File: config.mk
export PLATFORM = sky130hd
export DESIGN_NAME = dmux_stream
export DESIGN_NICKNAME = d
export VERILOG_FILES = /design/src/rtl/dmux_stream_pkg.sv /design/src/rtl/dmux_slot.sv /design/src/rtl/dmux_stream.sv
export VERILOG_INCLUDE_DIRS = /design/src /design/src/rtl
export SDC_FILE = /design/constraint.sdc
export NUM_CORES = 1
export LEC_CHECK = 0
export ABC_AREA = 1
export BUFFER_PORTS_ARGS = -buffer_cell sky130_fd_sc_hd__buf_2
export CORE_ASPECT_RATIO = 1.1
export CORE_UTILIZATION = 45
export CTS_CLUSTER_SIZE = 24
export DETAILED_ROUTE_END_ITERATION = 10
export PLACE_DENSITY = 0.75
export SLEW_MARGIN = 20
export SYNTH_ARGS = -nofsm -noshare
export SYNTH_HDL_FRONTEND = slang
export SYNTH_SLANG_ARGS = --single-unit
File: constraint.sdc
create_clock -name clk -period 1.3 [get_ports clk]
set_input_delay 0.26 -clock clk [delete_from_list [all_inputs] [get_ports clk]]
set_output_delay 0.26 -clock clk [all_outputs]
set_load 0.05 [all_outputs]
File: src/rtl/dmux_defs.vh
// rtl/dmux_defs.vh - shared defaults, slot slice macro and clog2 helper for dmux_stream
`ifndef DMUX_DEFS_VH
`define DMUX_DEFS_VH

`define DMUX_DEF_WIDTH 16
`define DMUX_DEF_N 4
`define DMUX_SLOT(k, w) ((k)*(w)) +: (w)

function automatic int dmux_clog2(input int v);
  int r;
  r = 0;
  for (int x = v - 1; x > 0; x = x >> 1) r++;
  return r;
endfunction

`endif

File: src/rtl/dmux_stream_pkg.sv
// rtl/dmux_stream_pkg.sv - package exposing dmux_stream defaults and the clog2 helper
package dmux_stream_pkg;
`include "dmux_defs.vh"

  localparam int DMUX_WIDTH = `DMUX_DEF_WIDTH;
  localparam int DMUX_N     = `DMUX_DEF_N;

endpackage

File: src/rtl/dmux_slot.sv
// rtl/dmux_slot.sv - one-entry output slot: data register plus full bit, reset to empty
module dmux_slot
  import dmux_stream_pkg::*;
#(
  parameter int WIDTH = DMUX_WIDTH
) (
  input  logic             clk,
  input  logic             rst_n,
  input  logic             load,
  input  logic             drain,
  input  logic [WIDTH-1:0] d,
  output logic [WIDTH-1:0] q,
  output logic             full
);

  // Load wins over drain so a same-cycle drain+refill keeps the slot full.
  always_ff @(posedge clk or negedge rst_n) begin
    if (!rst_n) begin
      q    <= '0;
      full <= 1'b0;
    end else if (load) begin
      q    <= d;
      full <= 1'b1;
    end else if (drain) begin
      full <= 1'b0;
    end
  end

endmodule

File: src/rtl/dmux_stream.sv
// rtl/dmux_stream.sv - registered 1-to-N stream demux with per-channel slots
// Optional broadcast input enabled by DMUX_STREAM_BCAST_EN.
module dmux_stream
  import dmux_stream_pkg::*;
#(
  parameter int WIDTH = DMUX_WIDTH,
  parameter int N     = DMUX_N,
  parameter int SEL_W = (dmux_clog2(N) < 1) ? 1 : dmux_clog2(N)
) (
  input  logic               clk,
  input  logic               rst_n,
  input  logic [WIDTH-1:0]   in,
  input  logic [SEL_W-1:0]   sel,
  input  logic               in_valid,
  output logic               in_ready,
`ifdef DMUX_STREAM_BCAST_EN
  input  logic               bcast,
`endif
  output logic [N*WIDTH-1:0] out,
  output logic [N-1:0]       out_valid,
  input  logic [N-1:0]       out_ready,
  output logic               sel_err
);

  logic [N-1:0] slot_free;
  logic [N-1:0] load;
  logic [N-1:0] drain;
  logic         sel_ok;
  logic         sel_free;
  logic         bcast_w;
  logic         accept;

`ifdef DMUX_STREAM_BCAST_EN
  assign bcast_w = bcast;
`else
  assign bcast_w = 1'b0;
`endif

  assign slot_free = ~out_valid | out_ready;
  assign drain     = out_valid & out_ready;
  assign sel_ok    = 32'(sel) < N;

  always_comb begin
    sel_free = 1'b0;
    for (int k = 0; k < N; k++) begin
      if (32'(sel) == k) sel_free = slot_free[k];
    end
  end

  // Out-of-range words are always taken (and dropped) so they never stall the producer.
  assign in_ready = bcast_w ? &slot_free : (sel_ok ? sel_free : 1'b1);
  assign accept   = in_valid & in_ready;

  for (genvar k = 0; k < N; k++) begin : g_slot
    assign load[k] = accept & (bcast_w | (32'(sel) == k));

    dmux_slot #(.WIDTH(WIDTH)) u_slot (
      .clk   (clk),
      .rst_n (rst_n),
      .load  (load[k]),
      .drain (drain[k]),
      .d     (in),
      .q     (out[k*WIDTH +: WIDTH]),
      .full  (out_valid[k])
    );
  end

  always_ff @(posedge clk or negedge rst_n) begin
    if (!rst_n) begin
      sel_err <= 1'b0;
    end else if (accept && !bcast_w && !sel_ok) begin
      sel_err <= 1'b1;
    end
  end

endmodule
## Word-level counts from Yosys, hierarchy flattened

Cells that the tools add are included.

- Input bits: 25
- Bits in read-only memories: 0
- Flip-flop bits (word level): 68
- Memories kept: 0
- RAM bits: 0
- Output and inout port bits: 70
- Latch bits: 0
- Logic and storage cells: 36

- Div/mod/pow operators: 0
- $lt $le $gt $ge: 0
- Equality and inequality tests: 3
- $mul: 0
- Bitwise logic cells: 8
- Mux-type cells: 12
- Add/sub/neg operators: 0
- Shift operators: 0
- Reductions and logical operators: 5

Operator list:

| cell | number |
|---|---|
| $mux 1 | 12 |
| $reduce_bool 2->1 | 4 |
| $and 1x1->1 | 5 |
| $and 4x4->4 | 1 |
| $eq 2x2->1 const B | 2 |
| $not 4->4 | 1 |
| $or 4x4->4 | 1 |
| $eq 2x1->1 const B | 1 |
| $logic_not 2->1 | 1 |

## Longest topological paths before layout

- Word-level depth: 9
- Gate-level depth with buffers: 9
- Mapped depth without buffers: 8

## By module

Synthesis repeated with hierarchy kept, for this count alone.

- Cell total of the unflattened synthesis: 325
- Area total of the unflattened synthesis: 2854.0 µm²

Modules (own cells, without submodules):

| module | cells each | sequential area each (µm²) | times used | area each (µm²) |
|---|---|---|---|---|
| dmux_slot | 72 | 425.4 | 4 | 675.6 |
| dmux_stream | 37 | 0.0 | 1 | 151.4 |

## Worst setup path after synthesis

No wires, ideal clock.

- Path kind: reg-to-reg
- From: register g_slot[2].u_slot.full
- To: register g_slot[1].u_slot.q[1]
- Setup time: 0.067 ns
- Buffers on the path: 1
- Stages on the path, launching flop included: 9
- Period minus slack after synthesis: 1.433 ns
- Required time: 1.233 ns
- Path slack: -0.133 ns
- Data arrival time: 1.366 ns
- Cell sequence: dfrtp_1 inv_1 nor2_1 nand2_1 nand2_2 nor2_8 buf_2 nand4_1 nand2_1

- Word-level cells in the longest chain between the ends: 6

Ends and longest elaborated chain:

| element | RTL line | source |
|---|---|---|
| start: declaration | dmux_slot.sv:13 | `output logic full` |
| start signal: assignment | dmux_slot.sv:20 | `full <= 1'b0;` |
| start signal: assignment | dmux_slot.sv:23 | `full <= 1'b1;` |
| start signal: assignment | dmux_slot.sv:25 | `full <= 1'b0;` |
| $not 4->4 | dmux_stream.sv:39 | `assign slot_free = ~out_valid \| out_ready;` |
| $or 4x4->4 | dmux_stream.sv:39 |  |
| $mux 1 (2 in series) | dmux_stream.sv:46 | `if (32'(sel) == k) sel_free = slot_free[k];` |
| named net in_ready | dmux_stream.sv:15 | `output logic in_ready,` |
| $and 1x1->1 | dmux_stream.sv:52 | `assign accept = in_valid & in_ready;` |
| $and 1x1->1 | dmux_stream.sv:55 | `assign load[k] = accept & (bcast_w \| (32'(sel) == k));` |
| end signal: assignment | dmux_slot.sv:19 | `q <= '0;` |
| end signal: assignment | dmux_slot.sv:22 | `q <= d;` |
| end: declaration | dmux_slot.sv:12 | `output logic [WIDTH-1:0] q,` |

The timed path passes the listed nets, and every way through them passes these cells.
A chain may end at the register's enable or synchronous reset.

## Final worst setup path

- From: register g_slot[3].u_slot.full
- To: output port in_ready

- Word-level cells in the longest chain between the ends: 3

Ends and longest elaborated chain:

| element | RTL line |
|---|---|
| start: declaration | dmux_slot.sv:13 |
| start signal: assignment | dmux_slot.sv:20 |
| start signal: assignment | dmux_slot.sv:23 |
| start signal: assignment | dmux_slot.sv:25 |
| $not 4->4 | dmux_stream.sv:39 |
| $or 4x4->4 | dmux_stream.sv:39 |
| $mux 1 | dmux_stream.sv:46 |
| end: declaration | dmux_stream.sv:15 |

No other way between the ends.

==> flow_metrics.env <==
export IMPL_p_clk_frac=0.246
export IMPL_syn_inst=319
export IMPL_crit_type="reg -> out"
export IMPL_clock_latency_ns=0.34
export IMPL_worst_ep_required_time_ns=1.04
export IMPL_dr_pass1_iters=4
export IMPL_rows=30
export IMPL_cp_end_kind="output port"
export IMPL_grt_use_met1=0.347
export IMPL_antenna_found_initial=0
export IMPL_antenna_cells=0
export IMPL_hold_depth=2
export IMPL_drv_cap=0
export IMPL_grt_overflow=0
export IMPL_violations="negative setup slack"
export IMPL_p_sw_w=0.00320
export IMPL_ioPinCount=95
export IMPL_fin_crit_sh=1.22
export IMPL_finalWeightedCongestion=0.805
export IMPL_fin_nets=456
export IMPL_cp_start_kind="register"
export IMPL_clock_path_buffers=2
export IMPL_wirelength_um=9090
export IMPL_synth_compound_area_frac=0.00661
export IMPL_swShare=0.425
export IMPL_p_total_w=0.00753
export IMPL_synth_adder_area_share=0
export IMPL_clk_pin_slew_ns=0.06
export IMPL_wl_per_cell_um=17.7
export IMPL_cts_root_buffer="clkbuf_8"
export IMPL_synth_warnings=0
export IMPL_power_internal_w=0.00433
export IMPL_drv_slew=0
export IMPL_dpl_hpwl_um=5310
export IMPL_ys_seq_area_frac=0.562
export IMPL_arrival_ns=1.32
export IMPL_cp_max_fo=4
export IMPL_tns_ns=-13.26
export IMPL_r2r_end="g_slot[3].u_slot.q[6]"
export IMPL_synth_mux_area_frac=0
export IMPL_grt_pass1_vias=2657
export IMPL_synth_area_per_cell_um2=9.49
export IMPL_syn_to_final_growth_pct=41.0
export IMPL_yosys_area_share_simple=0.348
export IMPL_tightest_slew_ns=0.532
export IMPL_cts_tree="done"
export IMPL_power_frac_comb=0.383
export IMPL_dp_slack_ns=-0.206
export IMPL_status="finished, violations left"
export IMPL_setup_viol=69
export IMPL_num_vias=2825
export IMPL_cts_sinks=68
export IMPL_clock_fmax_mhz=632
export IMPL_hold_viol_final=0
export IMPL_ys_seq_elements=68
export IMPL_fp_dieW_um=80.2
export IMPL_via_per_inst=5.50
export IMPL_grt_pass1_wl_um=13800
export IMPL_busiest_layer="met2"
export IMPL_fin_util=0.673
export IMPL_grt_use_met3=0.0417
export IMPL_synthXorXnorAreaFrac=0
export IMPL_seqPwrFrac=0.371
export IMPL_setup_ws_ns=-0.281
export IMPL_drt_iter0_drc=244
export IMPL_synth_distinct_cells=20
export IMPL_fin_worst_skew_ns=0.00627
export IMPL_drive_gt1_frac=0.491
export IMPL_hold_end="g_slot[2].u_slot.full"
export IMPL_max_slew_margin=0.646
export IMPL_final_common_cell="buf_2"
export IMPL_cts_buffers_inserted=9
export IMPL_rr_worst_depth=10
export IMPL_syn_cell_area_um2=3030
export IMPL_fp_dieArea_um2=7060
export IMPL_holdWs_ns=0.126
export IMPL_n_fill_cell=485
export IMPL_finalCriticalPeriod_ns=1.58
export IMPL_dieHeight_um=88.0
export IMPL_numPortBuffers=93
export IMPL_drc=0
export IMPL_syn_num_nets=344
export IMPL_timing_rr_start="g_slot[3].u_slot.full"
export IMPL_vdd_drop_max_mv=0.901
export IMPL_layout_common_cells="90 x buf_2, 84 x nand2_1, 68 x dfrtp_1"
export IMPL_hold_class="in -> reg"
export IMPL_hold_path_startpoint="out_ready[2]"
export IMPL_grt_max_degree=69
export IMPL_p_leak_nw=2.22
export IMPL_coreArea_um2=6340
export IMPL_grt_total_usage=0.266
export IMPL_rsz0062_at_grt="true"
export IMPL_p_per_area_nw_per_um2=1760
export IMPL_start_util=0.477
export IMPL_rrSetupSlack_ns=-0.26
export IMPL_synth_top_family_by_area="simple AND/OR/NAND/NOR gates"
export IMPL_gr_usage_met2=0.424
export IMPL_h_tree_depth=3
export IMPL_drt_antenna_violating_nets=0
-- routing by layer --
| metal | part of all wire | wire length, um |
|---|---|---|
| met1 | 0.41 | 3760 |
| met2 | 0.48 | 4390 |
| met3 | 0.063 | 572 |
| met4 | 0.041 | 376 |
| met5 | 0 | 0 |
-- how the worst max path moves through the flow --
stage / end / from
floorplan: g_slot[0].u_slot.q[10] / g_slot[2].u_slot.full
global placement: g_slot[0].u_slot.q[7] / sel[1]
detailed placement: g_slot[1].u_slot.q[7] / sel[0]
CTS: in_ready / g_slot[2].u_slot.full
global route: g_slot[1].u_slot.q[5] / g_slot[3].u_slot.full
finish: in_ready / g_slot[3].u_slot.full
-- synthesized netlist by cell type --
| library cell | number | share of area |
|---|---|---|
| nor2_2 | 1 | 0.0021 |
| inv_2 | 3 | 0.0037 |
| nor2_8 | 1 | 0.0066 |
| clkbuf_1 | 4 | 0.0050 |
| nor2_1 | 4 | 0.0050 |
| dfrtp_1 | 68 | 0.56 |
| buf_1 | 1 | 0.0012 |
| buf_4 | 9 | 0.022 |
| inv_1 | 4 | 0.0050 |
| conb_1 | 1 | 0.0012 |
| nand4_1 | 64 | 0.13 |
| buf_8 | 5 | 0.025 |
| o21ai_1 | 4 | 0.0066 |
| buf_12 | 1 | 0.0066 |
| nor2_4 | 2 | 0.0074 |
| nand3_4 | 4 | 0.023 |
| buf_2 | 8 | 0.013 |
| nand2_1 | 132 | 0.16 |
| nand2_4 | 1 | 0.0037 |
| nand2_2 | 2 | 0.0041 |
-- timing repair --
action	4_1_cts	5_1_grt
setup buffers	5	1
gates cloned	10	1
resized for setup	37	51
pin swaps	8	11
hold buffers	1	0
hold endpoints to repair	68	0
setup endpoints to repair	70	70
-- per-stage QoR --
| step | area (um2) | cells |
|---|---|---|
| floorplan | 3050 | 319 |
| global placement | 3560 | 482 |
| detailed placement | 3560 | 482 |
| CTS | 4090 | 512 |
| global route | 4270 | 514 |
| finish | 4270 | 514 |
-- worst max-delay path, cell delays in order, from the launching register on --
cell,delay (ns)
dfrtp_1,0.39
inv_2,0.09
nor2_4,0.04
nand2_2,0.09
nand2_4,0.07
nor2_8,0.14
buf_8,0.16
-- area by class of cell --
class | count | area, um2 | share of cell area
Multi-Input combinational cell | 224 | 1380 | 0.323
Timing Repair Buffer | 121 | 857 | 0.201
Clock buffer | 12 | 145 | 0.0340
Inverter | 7 | 26.3 | 0.00615
Sequential cell | 68 | 1700 | 0.399
Clock inverter | 2 | 60.1 | 0.0141
Tap cell | 80 | 100 | 0.0234
-- state kept, by name (all words and copies together), names as in the netlist --
name and flops:
g_slot.u_slot.full 4, g_slot.u_slot.q 64
-- power by group through the flow --
stage	registers [W]	logic [W]	clock network (W)
2_1_floorplan	0.00413	0.000587	0
3_3_place_gp	0.00277	0.00259	0
3_5_place_dp	0.00276	0.00262	0
4_1_cts	0.00274	0.00278	0.00187
5_1_grt	0.00283	0.00303	0.00197
6_report	0.00279	0.00288	0.00185
-- kinds of logic after synthesis --
| group | after synthesis |
|---|---|
| AOI/OAI and AO/OA | 4 |
| and+or+nand+nor | 211 |
| other | 1 |
| buffers and inverters | 35 |
| DFF | 68 |
Note: power is estimated with default switching activity, not from simulation.
